--- src/rtl/uart_tx_if.sv ---
// uart_tx_if: host-side byte handshake and serial line of uart_tx
interface uart_tx_if #(
  parameter int DATA_BITS = 8
);
  logic                 tx_start;
  logic [DATA_BITS-1:0] tx_data;
  logic                 serial_out;
  logic                 tx_busy;
  logic                 tx_done;
  modport master (output tx_start, tx_data, input serial_out, tx_busy, tx_done);
  modport slave (input tx_start, tx_data, output serial_out, tx_busy, tx_done);
endinterface

--- src/rtl/uart_tx.sv ---
// uart_tx: async serial transmitter (start, LSB-first data, stop); define UART_TX_PARITY_EN to add an even-parity bit
module uart_tx #(
  parameter int CLKS_PER_BIT = 10,
  parameter int DATA_BITS    = 8
) (
  input logic       clk,
  input logic       n_rst,
  uart_tx_if.slave  bus
);
  localparam int TW = $clog2(CLKS_PER_BIT);
  localparam logic [TW-1:0] T_MAX = TW'(CLKS_PER_BIT - 1);
  localparam logic [2:0] LAST = 3'(DATA_BITS - 1);
`ifdef UART_TX_PARITY_EN
  typedef enum logic [2:0] {IDLE, START, DATA, PARITY, STOP} state_t;
  logic par;
`else
  typedef enum logic [2:0] {IDLE, START, DATA, STOP} state_t;
`endif
  state_t               state;
  logic [TW-1:0]        timer;
  logic [2:0]           idx;
  logic [DATA_BITS-1:0] sr;
  logic                 line;
  logic                 busy;
  logic                 done;
  logic                 wrap;
  assign wrap = timer == T_MAX;
  assign bus.serial_out = line;
  assign bus.tx_busy = busy;
  assign bus.tx_done = done;
  // frame sequencer: bit timer, bit index and shift register advance together; all outputs registered
  always_ff @(posedge clk) begin
    if (!n_rst) begin
      state <= IDLE;
      timer <= '0;
      idx   <= '0;
      sr    <= '0;
      line  <= 1'b1;
      busy  <= 1'b0;
      done  <= 1'b0;
`ifdef UART_TX_PARITY_EN
      par   <= 1'b0;
`endif
    end else begin
      done  <= 1'b0;
      timer <= (state == IDLE || wrap) ? '0 : timer + TW'(1);
      case (state)
        IDLE: if (bus.tx_start) begin
          state <= START;
          sr    <= bus.tx_data;
          busy  <= 1'b1;
          line  <= 1'b0;
`ifdef UART_TX_PARITY_EN
          par   <= ^bus.tx_data;
`endif
        end
        START: if (wrap) begin
          state <= DATA;
          idx   <= '0;
          line  <= sr[0];
        end
        DATA: if (wrap) begin
          if (idx == LAST) begin
            idx   <= '0;
`ifdef UART_TX_PARITY_EN
            state <= PARITY;
            line  <= par;
`else
            state <= STOP;
            line  <= 1'b1;
`endif
          end else begin
            idx  <= idx + 3'd1;
            sr   <= sr >> 1;
            line <= sr[1];
          end
        end
`ifdef UART_TX_PARITY_EN
        PARITY: if (wrap) begin
          state <= STOP;
          line  <= 1'b1;
        end
`endif
        STOP: if (wrap) begin
          state <= IDLE;
          busy  <= 1'b0;
          done  <= 1'b1;
        end
        default: state <= IDLE;
      endcase
    end
  end
endmodule

--- src/flat_wrapper.sv ---
// flat-port wrapper written by rule: the top's interface ports become plain ports
module uart_tx_flat 
#(
  parameter int CLKS_PER_BIT = 10,
  parameter int DATA_BITS    = 8
)
  (clk, n_rst, bus_tx_start, bus_tx_data, bus_serial_out, bus_tx_busy, bus_tx_done);
  uart_tx_if #(.DATA_BITS(DATA_BITS)) bus_i ();
  input logic clk;
  input logic n_rst;
  input wire logic [$bits(bus_i.tx_start)-1:0] bus_tx_start;
  input wire logic [$bits(bus_i.tx_data)-1:0] bus_tx_data;
  output wire logic [$bits(bus_i.serial_out)-1:0] bus_serial_out;
  output wire logic [$bits(bus_i.tx_busy)-1:0] bus_tx_busy;
  output wire logic [$bits(bus_i.tx_done)-1:0] bus_tx_done;
  assign bus_i.tx_start = bus_tx_start;
  assign bus_i.tx_data = bus_tx_data;
  assign bus_serial_out = bus_i.serial_out;
  assign bus_tx_busy = bus_i.tx_busy;
  assign bus_tx_done = bus_i.tx_done;
  uart_tx #(.CLKS_PER_BIT(CLKS_PER_BIT), .DATA_BITS(DATA_BITS)) u_core (.clk(clk), .n_rst(n_rst), .bus(bus_i));
endmodule
--- config.mk ---
export PLATFORM = sky130hd
export DESIGN_NAME = uart_tx_flat
export DESIGN_NICKNAME = d
export VERILOG_FILES = /design/src/rtl/uart_tx_if.sv /design/src/rtl/uart_tx.sv /design/src/flat_wrapper.sv
export SDC_FILE = /design/constraint.sdc
export NUM_CORES = 1
export LEC_CHECK = 0
export ABC_CLOCK_PERIOD_IN_PS = 5000
export BUFFER_PORTS_ARGS = -buffer_cell sky130_fd_sc_hd__clkbuf_2
export CORE_ASPECT_RATIO = 1.4
export CORE_MARGIN = 5
export CORE_UTILIZATION = 35
export CTS_CLUSTER_DIAMETER = 80
export CTS_CLUSTER_SIZE = 12
export DETAILED_ROUTE_END_ITERATION = 10
export GPL_TIMING_DRIVEN = 0
export MAX_ROUTING_LAYER = met4
export PLACE_DENSITY = 0.58
export SETUP_SLACK_MARGIN = 0.1
export SLEW_MARGIN = 10
export SYNTH_ARGS = -nofsm -noshare
export SYNTH_HDL_FRONTEND = slang
export SYNTH_SLANG_ARGS = --single-unit
--- constraint.sdc ---
create_clock -name clk -period 5 [get_ports clk]
set_input_delay 0.75 -clock clk [delete_from_list [all_inputs] [get_ports clk]]
set_output_delay 0.75 -clock clk [all_outputs]
set_load 0.01 [all_outputs]
## Word-level counts from Yosys, hierarchy flattened

Index checks and enable logic that the tools add are counted.

- Bits in registers: 21
- Bits in latches: 0
- Memory bits (writable): 0
- ROM bits: 0
- Input port bits: 11
- Output and inout bits: 3
- Memories kept: 0

- $add $sub $neg: 2
- Multiply operators: 0
- Divide/modulo/power cells: 0
- Order comparisons: 0
- Equality and inequality tests: 11
- Shift operators: 0
- Multiplexer cells: 22
- Bitwise operators: 1
- Reductions and logical operators: 13

Operators with widths:

| cell | count |
|---|---|
| two-way mux 8 bit | 3 |
| two-way mux 3 bit | 7 |
| one-hot mux 8 bit (2 select lines) | 1 |
| one-hot mux 3 bit (4 select lines) | 1 |
| != test 2 x 1 -> 1 bit (second input constant) | 4 |
| AND reduction 4 bit | 2 |
| two-way mux 1 bit | 7 |
| == test 3 x 2 -> 1 bit (second input constant) | 2 |
| one-hot mux 3 bit (2 select lines) | 1 |
| AND reduction 3 bit | 2 |
| nonzero test 2 bit | 3 |
| AND reduction 5 bit | 1 |
| adder 4 x 1 -> 4 bit (second input constant) | 1 |
| == test 4 bit (second input constant) | 1 |
| != test 2 bit (second input constant) | 2 |
| adder 3 x 1 -> 3 bit (second input constant) | 1 |
| == test 3 x 1 -> 1 bit (second input constant) | 1 |
| == test 3 bit (second input constant) | 1 |
| zero test 3 bit | 1 |
| one-hot mux 1 bit (3 select lines) | 1 |
| nonzero test 3 bit | 1 |
| one-hot mux 1 bit (2 select lines) | 1 |
| AND reduction 2 bit | 1 |
| OR reduction 2 bit | 1 |
| other kinds (2) | 2 |

## Longest topological paths before layout

Gate-level depths: netlist of run 1.

- Depth after elaboration: 4
- Depth in mapped cells: 7

## Worst setup path after synthesis of run 1

Ideal clock, no wire load.

- Path kind: reg2reg
- Start point: register u_core.state[0]
- End point: register u_core.line, in the netlist u_core.bus.serial_out
- Arrival time: 1.614 ns
- Setup slack: 3.266 ns
- Stages on the path, launching flop included: 7
- Path buffers: 1
- Period minus slack after synthesis: 1.734 ns
- Cell sequence: dfxtp_1 > inv_1 > ha_1 > buf_6 > or2_2 > a211oi_1 > mux2_2

- Longest elaborated chain between the ends: 3

Ends and longest elaborated chain:

| what | line | RTL |
|---|---|---|
| from (decl) | uart_tx.sv:19 | `state_t state;` |
| from (signal assigned) | uart_tx.sv:34 | `state <= IDLE;` |
| from (signal assigned) | uart_tx.sv:49 | `state <= START;` |
| from (signal assigned) | uart_tx.sv:58 | `state <= DATA;` |
| == test 3 x 2 -> 1 bit (tied with other cells) | uart_tx.sv:47 | `case (state)` |
| != test 2 x 1 -> 1 bit (no source line) (tied with other cells) | n/a |  |
| AND reduction 4 bit (no source line) | n/a |  |
| to (signal assigned) | uart_tx.sv:60 | `line <= sr[0];` |
| to (signal assigned) | uart_tx.sv:75 | `line <= sr[1];` |
| to (decl) | uart_tx.sv:23 | `logic line;` |

Several ways; a longest one is shown, not always the timed one.
A chain may end at the register's enable or synchronous reset.

## Worst setup path in the final report of run 1

Same ends and word-level chain as after synthesis.

==> results of run 1 <==
==> cell families (layout without fill, tap and decap cells) <==
kind of cell	Yosys count	in the layout
simple gates	41	41
flops	20	20
mux	17	17
compound gates	15	15
buf+inv	10	26
fa+ha+maj	8	8
xor+xnor	2	2
==> final cells by class <==
| class | instances | area [µm²] |
|---|---|---|
| timing repair buffer | 12 | 60.1 |
| multi-input combinational | 83 | 628 |
| inverter | 4 | 15.0 |
| clock inverter | 1 | 30.0 |
| tap | 39 | 48.8 |
| fill | 331 | 1800 |
| buffer | 6 | 38.8 |
| clock buffer | 3 | 41.3 |
| sequential | 20 | 400 |
==> synthesized netlist by cell type, types with 2 or more instances <==
cell type | number | area share, %
a21boi_0 | 4 | 2.8
buf_6 | 2 | 2.1
clkbuf_1 | 3 | 1.0
dfxtp_1 | 20 | 37
ha_1 | 8 | 9.2
inv_1 | 4 | 1.4
mux2_2 | 8 | 8.3
mux2i_1 | 9 | 8.3
nand2_1 | 17 | 5.9
nand3_1 | 4 | 1.8
nand3b_1 | 2 | 1.4
nor2_1 | 6 | 2.1
o21ai_0 | 5 | 2.3
or2_2 | 2 | 1.2
==> power by group <==
part / internal (µW) / switching [µW] / leakage, µW
clock: 107 / 57.5 / 0.0000357
combinational: 151 / 142 / 0.000376
sequential: 206 / 28.8 / 0.000164
==> placed cells by master, fill, tap and decap left out, drive strengths merged, types with 5 or more instances in the layout <==
cell	instances
clkbuf	18
dfxtp	20
ha	8
mux2	8
mux2i	9
nand2	17
nor2	6
o21ai	5
==> registers in the layout, summed over array words and instances (netlist names) <==
signal,flops
u_core.idx,3
u_core.bus.tx_done,1
u_core.bus.tx_busy,1
u_core.timer,4
u_core.sr,8
u_core.state,2
u_core.bus.serial_out,1
==> layer usage <==
layer  up-vias  part of all wire [%]  track usage (%)
li1        422                     -                -
met1       380                    45             11.9
met2        16                    51             20.3
met3         4                   3.3             2.20
met4         0                   1.1             5.15
met5         -                     0                -
==> worst register-to-register path: stages (launching register included) <==
cell	delay [ns]
dfxtp_1	0.39
inv_1	0.08
ha_1	0.22
buf_6	0.15
or2_2	0.28
a211oi_1	0.30
mux2_2	0.37
==> per-stage QoR <==
step	total power (µW)	utilization (%)	hold slack, ns
after floorplan	473	-	0.433
final	692	41.2	0.464
after CTS	701	41.2	0.464
after detailed placement	536	38.9	0.454
after global routing	742	41.2	0.481
after global placement	525	38.9	0.445
==> final timing paths <==
| check | start | end | slack, ns | cells past startpoint |
|---|---|---|---|---|
| max | u_core.state[0] | u_core.bus.serial_out | 3.11 | 6 |
| min | u_core.sr[4] | u_core.sr[4] | 0.46 | 2 |
| max reg2reg | u_core.state[0] | u_core.bus.serial_out | 3.11 | 6 |
| min reg2reg | u_core.sr[4] | u_core.sr[4] | 0.46 | 2 |
==> flow_summary.ini, run 1 <==
[outcome]
outcome = complete, no violations

[grt]
grt_pass1_vias = 852
grt_max_degree = 13
overflow = 0
antenna_found_initial = 0
grt_first_pass_wirelength_um = 3710
grt.total_usage_pct = 11.3

[clock_tree]
cts_tree = yes
numCtsBuffers = 3
post_cts_buffers = 0
clock_sinks = 20
clock_latency_ns = 0.26
clkSlewWorstSetupHoldPaths_ns = 0.08
htree_levels = 1
cts-hold-fix-buffers = 0
cts_buffer_depth = 2
cts_resized = 0
cts.root.buffer_cell = clkbuf_8

[power_and_ir_drop]
irDropWorstVdd_mv = 0.300
p_per_area_mw_per_mm2 = 548
p_leak_uw = 0.000575

[route]
wire_per_inst_um = 12.6
routed_via_density = 4.89
drc = 0
vias = 822
first_iter_violations = 13
firstDrtPassIters = 4
antenna_left = 0
wirelength_um = 2110

[yosys]
syn_nets = 132
ys.flop_type = dfxtp_1
synthAdderAreaFrac_pct = 9.25
ys_types = 33
syn_area_mm2 = 0.00108
synth-xor-area-share_pct = 1.62
syn-instance-count = 113
synth-compound-area-share_pct = 10.2
synth_edf_count = 0
synth-seq-area-share_pct = 37.0
yosys.area_share.simple_pct = 20.3
synth-seq-cells = 20
async_flop_share_pct = 0
yosys_warnings = 0
avgSynthCellArea_um2 = 9.58
synthMuxAreaShare_pct = 16.6
synth_top_family_by_area = simple AND/OR/NAND/NOR gates

[setup_path]
path_buf_inv = 2
crit_family = flip-flops
critical_path.cell_chain = inv_1, ha_1, buf_6, or2_2, a211oi_1, mux2_2
required_ns = 5.16
crit_fanout = 10
crit_arrival_ns = 2.05
cpPeakStageDelay_ns = 0.39
cpMaxStageDelayCell = dfxtp_1
path_class = reg -> reg
critPathCaptureType = register
cp-start-kind = register

[cells_and_area]
antenna_cells = 0
layout-drive-gt1-share_pct = 24.8
fin_area_mm2 = 0.00126
syn_to_final_growth_pct = 16.6
nets = 149
layout.cells.non_filler = 168

[floorplanning]
fp.dieW_um = 57.0
dieHeight_um = 75.8
core_area_mm2 = 0.00306
rows = 24
ios = 14
start_util_pct = 35.3
die_area_mm2 = 0.00432

[placement]
dp.cells = 164
io_buffers = 12
pre_cts_ws_ns = 3.13
place_area_mm2 = 0.00119
hpwl_um = 1650
gp_congestion = 0.753

[run]
drv_cap = 0

[sta]
grt_setup_unrepaired = no
fin_skew_ns = 0.00202
tightest_slew_ns = 0.447
finalCritPeriodShare_pct = 37.8
final_hold_viol_count = 0
relSlewSlack_pct = 70.2
min_period_ns = 1.89
setup_slack_ns = 3.11
setup_viol_count_final = 0
timing.setup.tns_ns = 0
slew_violations = 0
fmax_ghz = 0.529

[hold_path]
hp-class = reg -> reg
Power figures use the tool's default switching activity.
==> inputs of run 2 (changes only) <==
--- a/config.mk
+++ b/config.mk
@@ -5,7 +5,7 @@
 export SDC_FILE = /design/constraint.sdc
 export NUM_CORES = 1
 export LEC_CHECK = 0
-export ABC_CLOCK_PERIOD_IN_PS = 5000
+export ABC_CLOCK_PERIOD_IN_PS = 1600
 export BUFFER_PORTS_ARGS = -buffer_cell sky130_fd_sc_hd__clkbuf_2
 export CORE_ASPECT_RATIO = 1.4
 export CORE_MARGIN = 5
@@ -15,7 +15,7 @@
 export DETAILED_ROUTE_END_ITERATION = 10
 export GPL_TIMING_DRIVEN = 0
 export MAX_ROUTING_LAYER = met4
-export PLACE_DENSITY = 0.58
+export PLACE_DENSITY = 0.6
 export SETUP_SLACK_MARGIN = 0.1
 export SLEW_MARGIN = 10
 export SYNTH_ARGS = -nofsm -noshare
==> constraint.sdc (replaced) <==
create_clock -name clk -period 1.6 [get_ports clk]
set_input_delay 0.24 -clock clk [delete_from_list [all_inputs] [get_ports clk]]
set_output_delay 0.24 -clock clk [all_outputs]
set_load 0.01 [all_outputs]
==> flow_summary.ini, run 2 (synthesized netlist as in run 1, its figures left out) <==
[outcome]
outcome = complete, but fails checks
violations = negative setup slack

[hold_path]
hp-class = in -> reg
hold_depth = 4
hold_path_end = u_core.sr[2]
hold_start = bus_tx_data[2]

[sta]
final_hold_viol_count = 0
min_period_ns = 1.65
grt_setup_unrepaired = yes
fin_skew_ns = 0.00426
whs_ns = 0.361
setup_slack_ns = -0.0494
setup_viol_count_final = 3
tightest_slew_ns = 0.454
fmax_ghz = 0.606
relSlewSlack_pct = 69.8
finalCritPeriodShare_pct = 103
slew_violations = 0

[clock_tree]
clock_latency_ns = 0.27
cts-hold-fix-buffers = 0
htree_levels = 1
clock_sinks = 20
cts.root.buffer_cell = clkbuf_8
numCtsBuffers = 3
cts_tree = yes
clkSlewWorstSetupHoldPaths_ns = 0.08
cts_buffer_depth = 2

[cells_and_area]
syn_to_final_growth_pct = 29.8
n_fill_cell = 321
nets = 156
layout_commonest_cell = nand2_1
largest_register = u_core.sr
largestRegisters = u_core.sr x8, u_core.timer x4, u_core.idx x3
layout-drive-gt1-share_pct = 41.9
antenna_cells = 0
largest_reg_flops = 8
layout_common_cells = nand2_1 (17), dfxtp_1 (16), clkbuf_2 (12), mux2i_1 (9)
seq_area_um2 = 410
multi_input_area_um2 = 718

[setup_path]
r2r-start = u_core.state[0]
reg2reg_to = u_core.state[1]
cpPeakStageDelay_ns = 0.38
r2r_slack_ns = -0.05
crit_arrival_ns = 1.84
rr_worst_depth = 6
crit_family = flip-flops
cpMaxStageDelayCell = dfxtp_4
crit_fanout = 7
path_class = reg -> reg
critPathCaptureType = register
path_buf_inv = 2
critical_path.cell_chain = inv_4, ha_4, buf_8, or3_4, a221oi_4, mux2i_1
required_ns = 1.79
cp-start-kind = register
path_depth = 6

[power_and_ir_drop]
power_uw = 2340
clockPowerShare_pct = 17.1
pwr-share-comb_pct = 50.2
p_per_area_mw_per_mm2 = 1670
swShare_pct = 34.6
p_sw_uw = 810
irDropWorstVdd_mv = 1.00
p_leak_uw = 0.000617
p_int_uw = 1530
p_seq_share_pct = 32.8

[grt]
grt_max_degree = 12
grt.total_usage_pct = 12.9
grt_first_pass_wirelength_um = 4060
grt_pass1_vias = 927
antenna_found_initial = 0
overflow = 0

[placement]
hpwl_um = 1790
gp_congestion = 0.776
io_buffers = 12
pre_cts_ws_ns = -0.0680

[route]
vias = 852
first_iter_violations = 24
drc = 0
top_layer = met4
antenna_left = 0
routed_via_density = 4.87
firstDrtPassIters = 4
wirelength_um = 2420
met3_length_um = 76
m1WireLength_um = 954
dr_wl_met2_um = 1320
wire_per_inst_um = 13.9

[floorplanning]
ios = 14
rows = 24
start_util_pct = 35.3
fp.dieW_um = 57.0
dieHeight_um = 75.8
die_area_mm2 = 0.00432
core_area_mm2 = 0.00306

[run]
drv_cap = 0
-- run 2: final cells by class --
type	instances	area share [%]
buffer	6	3.03
timing repair buffer	19	8.01
sequential	20	29.2
clock buffer	4	3.92
multi-input combinational	83	51.1
tap	39	3.47
inverter	4	1.25
-- run 2: metrics by stage --
stage	cells	TNS (ns)	utilization (%)	cell area, µm²
detailed placement	164	-0.133	41.6	1270
CTS	172	-0.179	44.8	1370
floorplan	113	0	-	1160
finish	175	-0.0668	45.9	1410
global route	175	-0.318	45.9	1410
global placement	164	-0.0313	41.6	1270
-- run 2: worst register-to-register path: cells and delay by family, from the launching register on --
kind,cells,cell delay [ns]
AOI/OAI and AO/OA,1,0.30
adders and majority gates,1,0.16
buffers and inverters,2,0.16
DFF,1,0.38
muxes,1,0.23
and+or+nand+nor,1,0.34
-- run 2: worst max-delay path by stage --
stage | from | end | slack (ns)
3_3_place_gp | u_core.state[0] | u_core.bus.serial_out | -0.03
2_1_floorplan | u_core.state[0] | u_core.sr[7] | 0.07
5_1_grt | u_core.state[0] | u_core.state[1] | -0.10
4_1_cts | u_core.state[0] | u_core.state[1] | -0.08
6_report | u_core.state[0] | u_core.state[1] | -0.05
3_5_place_dp | u_core.state[0] | u_core.state[1] | -0.07
-- run 2: repair_timing --
action | 4_1_cts | 5_1_grt
cloned | 0 | 0
gates resized for setup | 3 | 4
hold endpoints to repair | 0 | 0
setup endpoints to repair | 11 | 14
buffers inserted | 4 | 3
pin swaps | 2 | 1
-- run 2: power groups by stage --
| stage | Sequential [µW] | Combinational (µW) | Clock (µW) |
|---|---|---|---|
| after floorplan | 758 | 858 | 0 |
| after global placement | 766 | 1030 | 0 |
| after detailed placement | 772 | 1060 | 0 |
| after CTS | 761 | 1170 | 411 |
| after global routing | 785 | 1290 | 427 |
| final | 767 | 1170 | 399 |
-- run 2: per-layer routing --
metal	global-route usage, %	vias up
li1	-	437
met1	12.3	391
met2	24.0	17
met3	2.37	7
met4	7.73	0
met5	-	-
